$ cat src/rtl/decode_stage_pkg.sv
// Shared decode encodings: opcodes, funct fields, control enums,
// the decoded control bundle and the skid-buffer state type.
package decode_stage_pkg;

    localparam logic [6:0] OPC_OP     = 7'b0110011;
    localparam logic [6:0] OPC_OP_IMM = 7'b0010011;
    localparam logic [6:0] OPC_LOAD   = 7'b0000011;
    localparam logic [6:0] OPC_STORE  = 7'b0100011;
    localparam logic [6:0] OPC_LUI    = 7'b0110111;
    localparam logic [6:0] OPC_AUIPC  = 7'b0010111;
    localparam logic [6:0] OPC_JAL    = 7'b1101111;
    localparam logic [6:0] OPC_JALR   = 7'b1100111;
    localparam logic [6:0] OPC_BRANCH = 7'b1100011;

    localparam logic [2:0] F3_ADD  = 3'b000;
    localparam logic [2:0] F3_SLL  = 3'b001;
    localparam logic [2:0] F3_SLT  = 3'b010;
    localparam logic [2:0] F3_SLTU = 3'b011;
    localparam logic [2:0] F3_XOR  = 3'b100;
    localparam logic [2:0] F3_SR   = 3'b101;
    localparam logic [2:0] F3_OR   = 3'b110;
    localparam logic [2:0] F3_AND  = 3'b111;

    localparam logic [6:0] F7_BASE = 7'b0000000;
    localparam logic [6:0] F7_ALT  = 7'b0100000;
    localparam logic [6:0] F7_MUL  = 7'b0000001;

    typedef enum logic [3:0] {
        ALU_ADD = 4'd0, ALU_SUB = 4'd1, ALU_SLL = 4'd2,
        ALU_LT  = 4'd3, ALU_LTU = 4'd4, ALU_XOR = 4'd5,
        ALU_SRL = 4'd6, ALU_SRA = 4'd7, ALU_OR  = 4'd8,
        ALU_AND = 4'd9, ALU_MUL = 4'd10
    } alu_op_e;

    typedef enum logic [1:0] {
        MM_WR_N = 2'd0, MM_WR_B = 2'd1, MM_WR_HW = 2'd2, MM_WR_W = 2'd3
    } mm_wr_e;

    typedef enum logic [1:0] {
        DIN_SRC_ALU = 2'd0, DIN_SRC_MEM = 2'd1,
        DIN_SRC_IMM = 2'd2, DIN_SRC_PC4 = 2'd3
    } din_sel_e;

    typedef enum logic [1:0] {
        OP1_RD1 = 2'd0, OP1_PC = 2'd1, OP1_ZERO = 2'd2
    } op1_sel_e;

    typedef enum logic [1:0] {
        OP2_RD2 = 2'd0, OP2_IMM = 2'd1
    } op2_sel_e;

    typedef enum logic [1:0] {
        PC_SEL_PC4 = 2'd0, PC_SEL_BR = 2'd1,
        PC_SEL_JAL = 2'd2, PC_SEL_JALR = 2'd3
    } pc_sel_e;

    typedef enum logic [1:0] {
        ST_EMPTY = 2'd0, ST_FULL = 2'd1, ST_SKID = 2'd2
    } state_e;

    typedef struct packed {
        logic [4:0] rs1;
        logic [4:0] rs2;
        logic [4:0] rd;
        alu_op_e    alu_ctl;
        op1_sel_e   op1_sel;
        op2_sel_e   op2_sel;
        din_sel_e   din_sel;
        pc_sel_e    pc_sel;
        mm_wr_e     mm_wr;
        logic [2:0] trim_ctl;
        logic       reg_wr;
        logic       illegal;
    } ctl_t;

    function automatic alu_op_e alu_base(input logic [2:0] f3);
        alu_op_e op;
        case (f3)
            F3_ADD:  op = ALU_ADD;
            F3_SLL:  op = ALU_SLL;
            F3_SLT:  op = ALU_LT;
            F3_SLTU: op = ALU_LTU;
            F3_XOR:  op = ALU_XOR;
            F3_SR:   op = ALU_SRL;
            F3_OR:   op = ALU_OR;
            default: op = ALU_AND;
        endcase
        return op;
    endfunction

endpackage

$ cat src/rtl/decode_comb.sv
// Pure combinational RV32I decoder: instr -> control bundle + immediate.
// Ports: instr (raw 32b), ctl (decoded controls), imm (sign-extended).
module decode_comb
    import decode_stage_pkg::*;
#(
    parameter int XLEN = 32,
    parameter int NREG = 32,
    parameter int EN_M = 0
) (
    input  logic [31:0]     instr,
    output ctl_t            ctl,
    output logic [XLEN-1:0] imm
);

    logic [6:0] opc;
    logic [2:0] f3;
    logic [6:0] f7;
    logic [4:0] rs1_f, rs2_f, rd_f;

    assign opc   = instr[6:0];
    assign rd_f  = instr[11:7];
    assign f3    = instr[14:12];
    assign rs1_f = instr[19:15];
    assign rs2_f = instr[24:20];
    assign f7    = instr[31:25];

    logic [31:0] imm_i, imm_s, imm_b, imm_u, imm_j, imm32;

    assign imm_i = {{20{instr[31]}}, instr[31:20]};
    assign imm_s = {{20{instr[31]}}, instr[31:25], instr[11:7]};
    assign imm_b = {{19{instr[31]}}, instr[31], instr[7],
                    instr[30:25], instr[11:8], 1'b0};
    assign imm_u = {instr[31:12], 12'd0};
    assign imm_j = {{11{instr[31]}}, instr[31], instr[19:12],
                    instr[20], instr[30:21], 1'b0};

    logic       use_rs1, use_rs2, use_rd;
    logic       wr, ill, bad_idx, ill_all;
    logic [2:0] trim;
    alu_op_e    alu;
    op1_sel_e   op1;
    op2_sel_e   op2;
    din_sel_e   din;
    pc_sel_e    pcs;
    mm_wr_e     mm;

    always_comb begin
        imm32   = 32'd0;
        use_rs1 = 1'b0;
        use_rs2 = 1'b0;
        use_rd  = 1'b0;
        wr      = 1'b0;
        ill     = 1'b0;
        trim    = 3'd0;
        alu     = ALU_ADD;
        op1     = OP1_RD1;
        op2     = OP2_RD2;
        din     = DIN_SRC_ALU;
        pcs     = PC_SEL_PC4;
        mm      = MM_WR_N;
        unique case (1'b1)
            (opc == OPC_OP): begin
                use_rs1 = 1'b1;
                use_rs2 = 1'b1;
                use_rd  = 1'b1;
                wr      = 1'b1;
                unique case (f7)
                    F7_BASE: alu = alu_base(f3);
                    F7_ALT: begin
                        if (f3 == F3_ADD)     alu = ALU_SUB;
                        else if (f3 == F3_SR) alu = ALU_SRA;
                        else                  ill = 1'b1;
                    end
                    F7_MUL: begin
                        if (EN_M != 0 && f3 == F3_ADD) alu = ALU_MUL;
                        else                           ill = 1'b1;
                    end
                    default: ill = 1'b1;
                endcase
            end
            (opc == OPC_OP_IMM): begin
                use_rs1 = 1'b1;
                use_rd  = 1'b1;
                wr      = 1'b1;
                imm32   = imm_i;
                op2     = OP2_IMM;
                // shift-right flavour lives in instr[30] for immediates
                alu = (f3 == F3_SR && instr[30]) ? ALU_SRA : alu_base(f3);
            end
            (opc == OPC_LOAD): begin
                use_rs1 = 1'b1;
                use_rd  = 1'b1;
                wr      = 1'b1;
                imm32   = imm_i;
                op2     = OP2_IMM;
                din     = DIN_SRC_MEM;
                trim    = f3;
                ill     = (f3 == 3'b011) || (f3[2:1] == 2'b11);
            end
            (opc == OPC_STORE): begin
                use_rs1 = 1'b1;
                use_rs2 = 1'b1;
                imm32   = imm_s;
                op2     = OP2_IMM;
                ill     = (f3 > 3'b010);
                unique case (f3)
                    3'b000:  mm = MM_WR_B;
                    3'b001:  mm = MM_WR_HW;
                    3'b010:  mm = MM_WR_W;
                    default: mm = MM_WR_N;
                endcase
            end
            (opc == OPC_LUI): begin
                use_rd = 1'b1;
                wr     = 1'b1;
                imm32  = imm_u;
                op1    = OP1_ZERO;
                op2    = OP2_IMM;
                din    = DIN_SRC_IMM;
            end
            (opc == OPC_AUIPC): begin
                use_rd = 1'b1;
                wr     = 1'b1;
                imm32  = imm_u;
                op1    = OP1_PC;
                op2    = OP2_IMM;
            end
            (opc == OPC_JAL): begin
                use_rd = 1'b1;
                wr     = 1'b1;
                imm32  = imm_j;
                op1    = OP1_PC;
                op2    = OP2_IMM;
                din    = DIN_SRC_PC4;
                pcs    = PC_SEL_JAL;
            end
            (opc == OPC_JALR): begin
                use_rs1 = 1'b1;
                use_rd  = 1'b1;
                wr      = 1'b1;
                imm32   = imm_i;
                op2     = OP2_IMM;
                din     = DIN_SRC_PC4;
                pcs     = PC_SEL_JALR;
            end
            (opc == OPC_BRANCH): begin
                use_rs1 = 1'b1;
                use_rs2 = 1'b1;
                imm32   = imm_b;
                pcs     = PC_SEL_BR;
                // execute needs the condition code to resolve the branch
                trim    = f3;
                unique case (f3[2:1])
                    2'b00:   alu = ALU_SUB;
                    2'b10:   alu = ALU_LT;
                    default: alu = ALU_LTU;
                endcase
            end
            default: ill = 1'b1;
        endcase
    end

    assign bad_idx = (use_rs1 && int'(rs1_f) >= NREG)
                  || (use_rs2 && int'(rs2_f) >= NREG)
                  || (use_rd  && int'(rd_f)  >= NREG);
    assign ill_all = ill || bad_idx;

    always_comb begin
        ctl          = '0;
        ctl.rs1      = use_rs1 ? rs1_f : 5'd0;
        ctl.rs2      = use_rs2 ? rs2_f : 5'd0;
        ctl.rd       = use_rd  ? rd_f  : 5'd0;
        ctl.alu_ctl  = alu;
        ctl.op1_sel  = op1;
        ctl.op2_sel  = op2;
        ctl.din_sel  = din;
        ctl.pc_sel   = pcs;
        ctl.mm_wr    = ill_all ? MM_WR_N : mm;
        ctl.trim_ctl = trim;
        ctl.reg_wr   = wr && !ill_all && (rd_f != 5'd0);
        ctl.illegal  = ill_all;
    end

    assign imm = XLEN'($signed(imm32));

endmodule

$ cat src/rtl/decode_stage.sv
// Decode pipeline stage: decode_comb plus a two-entry skid buffer.
// Ports: fetch side IN_* (valid/ready), execute side OUT_* and bundle.
module decode_stage
    import decode_stage_pkg::*;
#(
    parameter int XLEN = 32,
    parameter int NREG = 32,
    parameter int EN_M = 0,
    parameter int SKID = 1
) (
    input  logic            CLK,
    input  logic            RST,
    input  logic            IN_VALID,
    output logic            IN_READY,
    input  logic [31:0]     IN_INSTR,
    input  logic [XLEN-1:0] IN_PC,
    input  logic            FLUSH,
    output logic            OUT_VALID,
    input  logic            OUT_READY,
    output logic [XLEN-1:0] OUT_PC,
    output logic [4:0]      RS1,
    output logic [4:0]      RS2,
    output logic [4:0]      RD,
    output logic [XLEN-1:0] IMM,
    output logic [3:0]      ALU_CTL,
    output logic [1:0]      OP1_SEL,
    output logic [1:0]      OP2_SEL,
    output logic [1:0]      DIN_SEL,
    output logic [1:0]      PC_SEL,
    output logic [1:0]      MM_WR,
    output logic [2:0]      TRIM_CTL,
    output logic            REG_WR,
    output logic            ILLEGAL
);

    ctl_t            dec_ctl;
    logic [XLEN-1:0] dec_imm;

    decode_comb #(
        .XLEN (XLEN),
        .NREG (NREG),
        .EN_M (EN_M)
    ) u_dec (
        .instr (IN_INSTR),
        .ctl   (dec_ctl),
        .imm   (dec_imm)
    );

    state_e          state_q, state_d;
    logic            in_ready_q, in_ready_d;
    ctl_t            head_ctl, head_ctl_d, skid_ctl, skid_ctl_d;
    logic [XLEN-1:0] head_pc, head_pc_d, skid_pc, skid_pc_d;
    logic [XLEN-1:0] head_imm, head_imm_d, skid_imm, skid_imm_d;
    logic            accept, consume;

    assign OUT_VALID = (state_q != ST_EMPTY);
    // without a skid entry, readiness must follow the consumer directly
    assign IN_READY  = (SKID != 0) ? in_ready_q
                                   : (state_q == ST_EMPTY) || OUT_READY;
    assign accept    = IN_VALID && IN_READY;
    assign consume   = OUT_VALID && OUT_READY;

    always_comb begin
        state_d    = state_q;
        head_ctl_d = head_ctl;
        head_pc_d  = head_pc;
        head_imm_d = head_imm;
        skid_ctl_d = skid_ctl;
        skid_pc_d  = skid_pc;
        skid_imm_d = skid_imm;
        if (FLUSH) begin
            state_d = ST_EMPTY;
        end else begin
            unique case (state_q)
                ST_EMPTY: begin
                    if (accept) begin
                        state_d    = ST_FULL;
                        head_ctl_d = dec_ctl;
                        head_pc_d  = IN_PC;
                        head_imm_d = dec_imm;
                    end
                end
                ST_FULL: begin
                    if (accept && consume) begin
                        head_ctl_d = dec_ctl;
                        head_pc_d  = IN_PC;
                        head_imm_d = dec_imm;
                    end else if (accept) begin
                        state_d    = ST_SKID;
                        skid_ctl_d = dec_ctl;
                        skid_pc_d  = IN_PC;
                        skid_imm_d = dec_imm;
                    end else if (consume) begin
                        state_d = ST_EMPTY;
                    end
                end
                ST_SKID: begin
                    if (consume) begin
                        state_d    = ST_FULL;
                        head_ctl_d = skid_ctl;
                        head_pc_d  = skid_pc;
                        head_imm_d = skid_imm;
                    end
                end
                default: state_d = ST_EMPTY;
            endcase
        end
        in_ready_d = (state_d != ST_SKID);
    end

    always_ff @(posedge CLK) begin
        if (RST) begin
            state_q    <= ST_EMPTY;
            in_ready_q <= 1'b1;
            head_ctl   <= '0;
            head_pc    <= '0;
            head_imm   <= '0;
            skid_ctl   <= '0;
            skid_pc    <= '0;
            skid_imm   <= '0;
        end else begin
            state_q    <= state_d;
            in_ready_q <= in_ready_d;
            head_ctl   <= head_ctl_d;
            head_pc    <= head_pc_d;
            head_imm   <= head_imm_d;
            skid_ctl   <= skid_ctl_d;
            skid_pc    <= skid_pc_d;
            skid_imm   <= skid_imm_d;
        end
    end

    assign OUT_PC   = head_pc;
    assign IMM      = head_imm;
    assign RS1      = head_ctl.rs1;
    assign RS2      = head_ctl.rs2;
    assign RD       = head_ctl.rd;
    assign ALU_CTL  = head_ctl.alu_ctl;
    assign OP1_SEL  = head_ctl.op1_sel;
    assign OP2_SEL  = head_ctl.op2_sel;
    assign DIN_SEL  = head_ctl.din_sel;
    assign PC_SEL   = head_ctl.pc_sel;
    assign MM_WR    = head_ctl.mm_wr;
    assign TRIM_CTL = head_ctl.trim_ctl;
    assign REG_WR   = head_ctl.reg_wr;
    assign ILLEGAL  = head_ctl.illegal;

endmodule

$ cat config.mk
export PLATFORM = sky130hd
export DESIGN_NAME = decode_stage
export DESIGN_NICKNAME = d
export VERILOG_FILES = /design/src/rtl/decode_stage_pkg.sv /design/src/rtl/decode_comb.sv /design/src/rtl/decode_stage.sv
export SDC_FILE = /design/constraint.sdc
export NUM_CORES = 1
export LEC_CHECK = 0
export CAP_MARGIN = 20
export CORE_MARGIN = 5
export CORE_UTILIZATION = 40
export DETAILED_ROUTE_END_ITERATION = 8
export GPL_TIMING_DRIVEN = 0
export SETUP_SLACK_MARGIN = 0.02
export SLEW_MARGIN = 20
export SYNTH_ARGS = -nofsm -noshare
export SYNTH_HDL_FRONTEND = slang
export SYNTH_SLANG_ARGS = --single-unit
export TNS_END_PERCENT = 10
$ cat constraint.sdc
create_clock -name CLK -period 3.4 [get_ports CLK]
set_input_delay 0.68 -clock CLK [delete_from_list [all_inputs] [get_ports CLK]]
set_output_delay 0.68 -clock CLK [all_outputs]
set_load 0.02 [all_outputs]
==> impl_metrics.env <==
export IMPL_outcome="finished clean"
export IMPL_drv_slew=0
export IMPL_synth_cell_types=64
export IMPL_relSlewSlack_pct=33.0
export IMPL_hp_class="flip-flop to flip-flop"
export IMPL_nets=1297
export IMPL_diodes=0
export IMPL_final_min_clock_period_ps=2940
export IMPL_ctsResizeCount=0
export IMPL_final_common_cell="nand2_1"
export IMPL_vias_per_cell=5.55
export IMPL_grt_pass1_vias=7940
export IMPL_postLayoutCellArea_mm2=0.0111
export IMPL_setup_viol=0
export IMPL_crit_chain="clkdlybuf4s50_1, nand2b_1, or3_1, clkbuf_1, clkbuf_1, clkbuf_1, nand2_1, a21oi_1"
export IMPL_cellPowerDensity_mw_per_mm2=473
export IMPL_antenna_left=0
export IMPL_p_leak_uw=0.00368
export IMPL_worst_path_max_delay_cell="clkbuf_1"
export IMPL_grt_overflow=0
export IMPL_die_w_um=155
export IMPL_worst_ep_required_time_ps=3770
export IMPL_die_area_mm2=0.0241
export IMPL_worst_path_most_repeated_cell="clkbuf_1"
export IMPL_most_common_layout_cells="nand2_1 (218), dfxtp_1 (197), clkdlybuf4s50_1 (165)"
export IMPL_critPathLaunchType="input pin"
export IMPL_cts_root_buf="clkbuf_16"
export IMPL_drive_above_1_share_pct=6.61
export IMPL_hold_viol=0
export IMPL_wl_um=30000
export IMPL_grt_max_degree=20
export IMPL_yosysSeqAreaShare_pct=46.7
export IMPL_ctsHoldBuffers=0
export IMPL_place_area_mm2=0.0104
export IMPL_drt_iter0_drc=681
export IMPL_cts_tree="done"
export IMPL_min_period_over_period_pct=86.4
export IMPL_cap_violations=0
export IMPL_port_buffers=165
export IMPL_first_pass_iters=5
export IMPL_rsz0062_at_grt="no"
export IMPL_max_freq_mhz=340
export IMPL_syn_num_nets=1113
export IMPL_critPathCaptureType="flip-flop"
export IMPL_clk_latency_ps=440
export IMPL_drc=0
export IMPL_via_count=8417
export IMPL_io_pins=169
export IMPL_grt_pass1_wl_um=45800
export IMPL_ir_drop_mv=0.348
export IMPL_initial_core_util_pct=40.5
export IMPL_clkSlewWorstSetupHoldPaths_ps=70
export IMPL_synth_area_mm2=0.00845
export IMPL_gp_congestion=0.914
export IMPL_synth_enable_flop_cells=0
export IMPL_async_flop_share_pct=0
export IMPL_htree_levels=4
export IMPL_yosysWarnings=0
export IMPL_place_inst=1484
export IMPL_crit_type="input pin to flip-flop"
export IMPL_avgSynthCellArea_um2=8.09
export IMPL_arrival_ps=3300
export IMPL_grt_use_total_pct=24.3
export IMPL_cts_buffers=17
export IMPL_cts_sinks=197
export IMPL_area_growth_pct=30.9
export IMPL_critPathMaxStageDelay_ps=600
export IMPL_crit_path_max_fanout=10
export IMPL_ys_flop_type="dfxtp_1"
export IMPL_dp_hpwl_um=22000
export IMPL_syn_inst=1044
export IMPL_hold_start="skid_pc[4]"
export IMPL_whs_ps=454
export IMPL_antenna_found_initial=1
export IMPL_crit_buf_inv=4
export IMPL_r2r_start="state_q[1]"
export IMPL_core_mm2=0.0209
export IMPL_critical_path_top_delay_family="buffers and inverters"
export IMPL_worst_pin_slew_ps=1000
export IMPL_rows=53
export IMPL_clock_path_buffers=2
export IMPL_yosys_register_bits=197
export IMPL_n_fill_cell=2072
export IMPL_final_cells=1516
export IMPL_routedWlPerCell_um=19.8
export IMPL_worstSetupStartpoint="OUT_READY"
export IMPL_fin_skew_ps=8.52
export IMPL_post_cts_setup_buffer_count=0
export IMPL_die_h_um=155
stage by stage:
stage,TNS [ps],total power (uW),utilization (%),setup WS (ps)
after floorplan,0,2820,-,1220
after global placement,0,3170,50.0,7.80
after detailed placement,-17.3,3170,50.0,-14.1
after CTS,0,5260,53.0,452
after global routing,0,5400,53.0,297
final,0,5230,53.0,463
state kept, by name (all words and copies together) (netlist names):
signal,flops
RD,5
ALU_CTL,4
DIN_SEL,2
OP1_SEL,2
RS1,5
state_q,2
PC_SEL,2
MM_WR,2
skid_pc,32
TRIM_CTL,3
REG_WR,1
OUT_PC,32
RS2,5
IMM,32
skid_ctl,33
ILLEGAL,1
IN_READY,1
OP2_SEL,1
skid_imm,32
tightest hold or removal path, cell delays in order (launching register included):
cell     delay [ps]
dfxtp_1         310
nand2_1          50
a21oi_1          50
power by group:
part           total, uW  switching, uW  internal, uW  leakage, uW
combinational        694            403           291      0.00178
clock               2120            996          1120     0.000292
sequential          2420           40.2          2380      0.00160
worst paths after layout:
| path | to | slack [ps] | cells after the start |
|---|---|---|---|
| min | skid_pc[4] | 450 | 2 |
| max | skid_ctl[28] | 460 | 8 |
| min reg2reg | skid_pc[4] | 450 | 2 |
| max reg2reg | DIN_SEL[0] | 810 | 8 |
Yosys cell counts, types with 6 or more instances:
cell | n | area, um2
nand2_1 | 218 | 818
dfxtp_1 | 197 | 3940
nor2_1 | 129 | 484
a21oi_1 | 88 | 440
clkbuf_1 | 71 | 267
a311oi_1 | 51 | 447
nand3_1 | 42 | 210
a211oi_1 | 36 | 270
nor3_1 | 22 | 110
a221oi_1 | 20 | 175
buf_2 | 18 | 90.1
o21ai_0 | 16 | 80.1
o21ai_1 | 16 | 80.1
a22oi_1 | 11 | 82.6
a221oi_2 | 10 | 150
o211ai_1 | 6 | 45.0
layout make-up:
| type | count | area [um2] | share of cell area [%] |
|---|---|---|---|
| plain buffers | 97 | 417 | 3.77 |
| clock buffers | 17 | 425 | 3.84 |
| flip-flops and latches | 197 | 3940 | 35.6 |
| clock inverters | 15 | 193 | 1.74 |
| inverters | 5 | 18.8 | 0.170 |
| multi-input cells | 745 | 4070 | 36.8 |
| well taps | 275 | 344 | 3.11 |
| repair buffers | 165 | 1650 | 14.9 |
kinds of logic after synthesis:
logic type / share of synthesized area (%)
simple gates: 23.1
compound gates: 24.6
flops: 46.7
buf+inv: 5.15
xor+xnor: 0.311
mux: 0.118
other cells: 0.0444
metal layers:
metal	vias up	global-route usage [%]	part of all wire, %
li1	4090	-	-
met1	3965	33.8	44
met2	325	38.8	46
met3	35	4.81	8.1
met4	2	5.92	1.6
met5	-	0	0.067
Note: power is estimated with default switching activity, not from simulation.
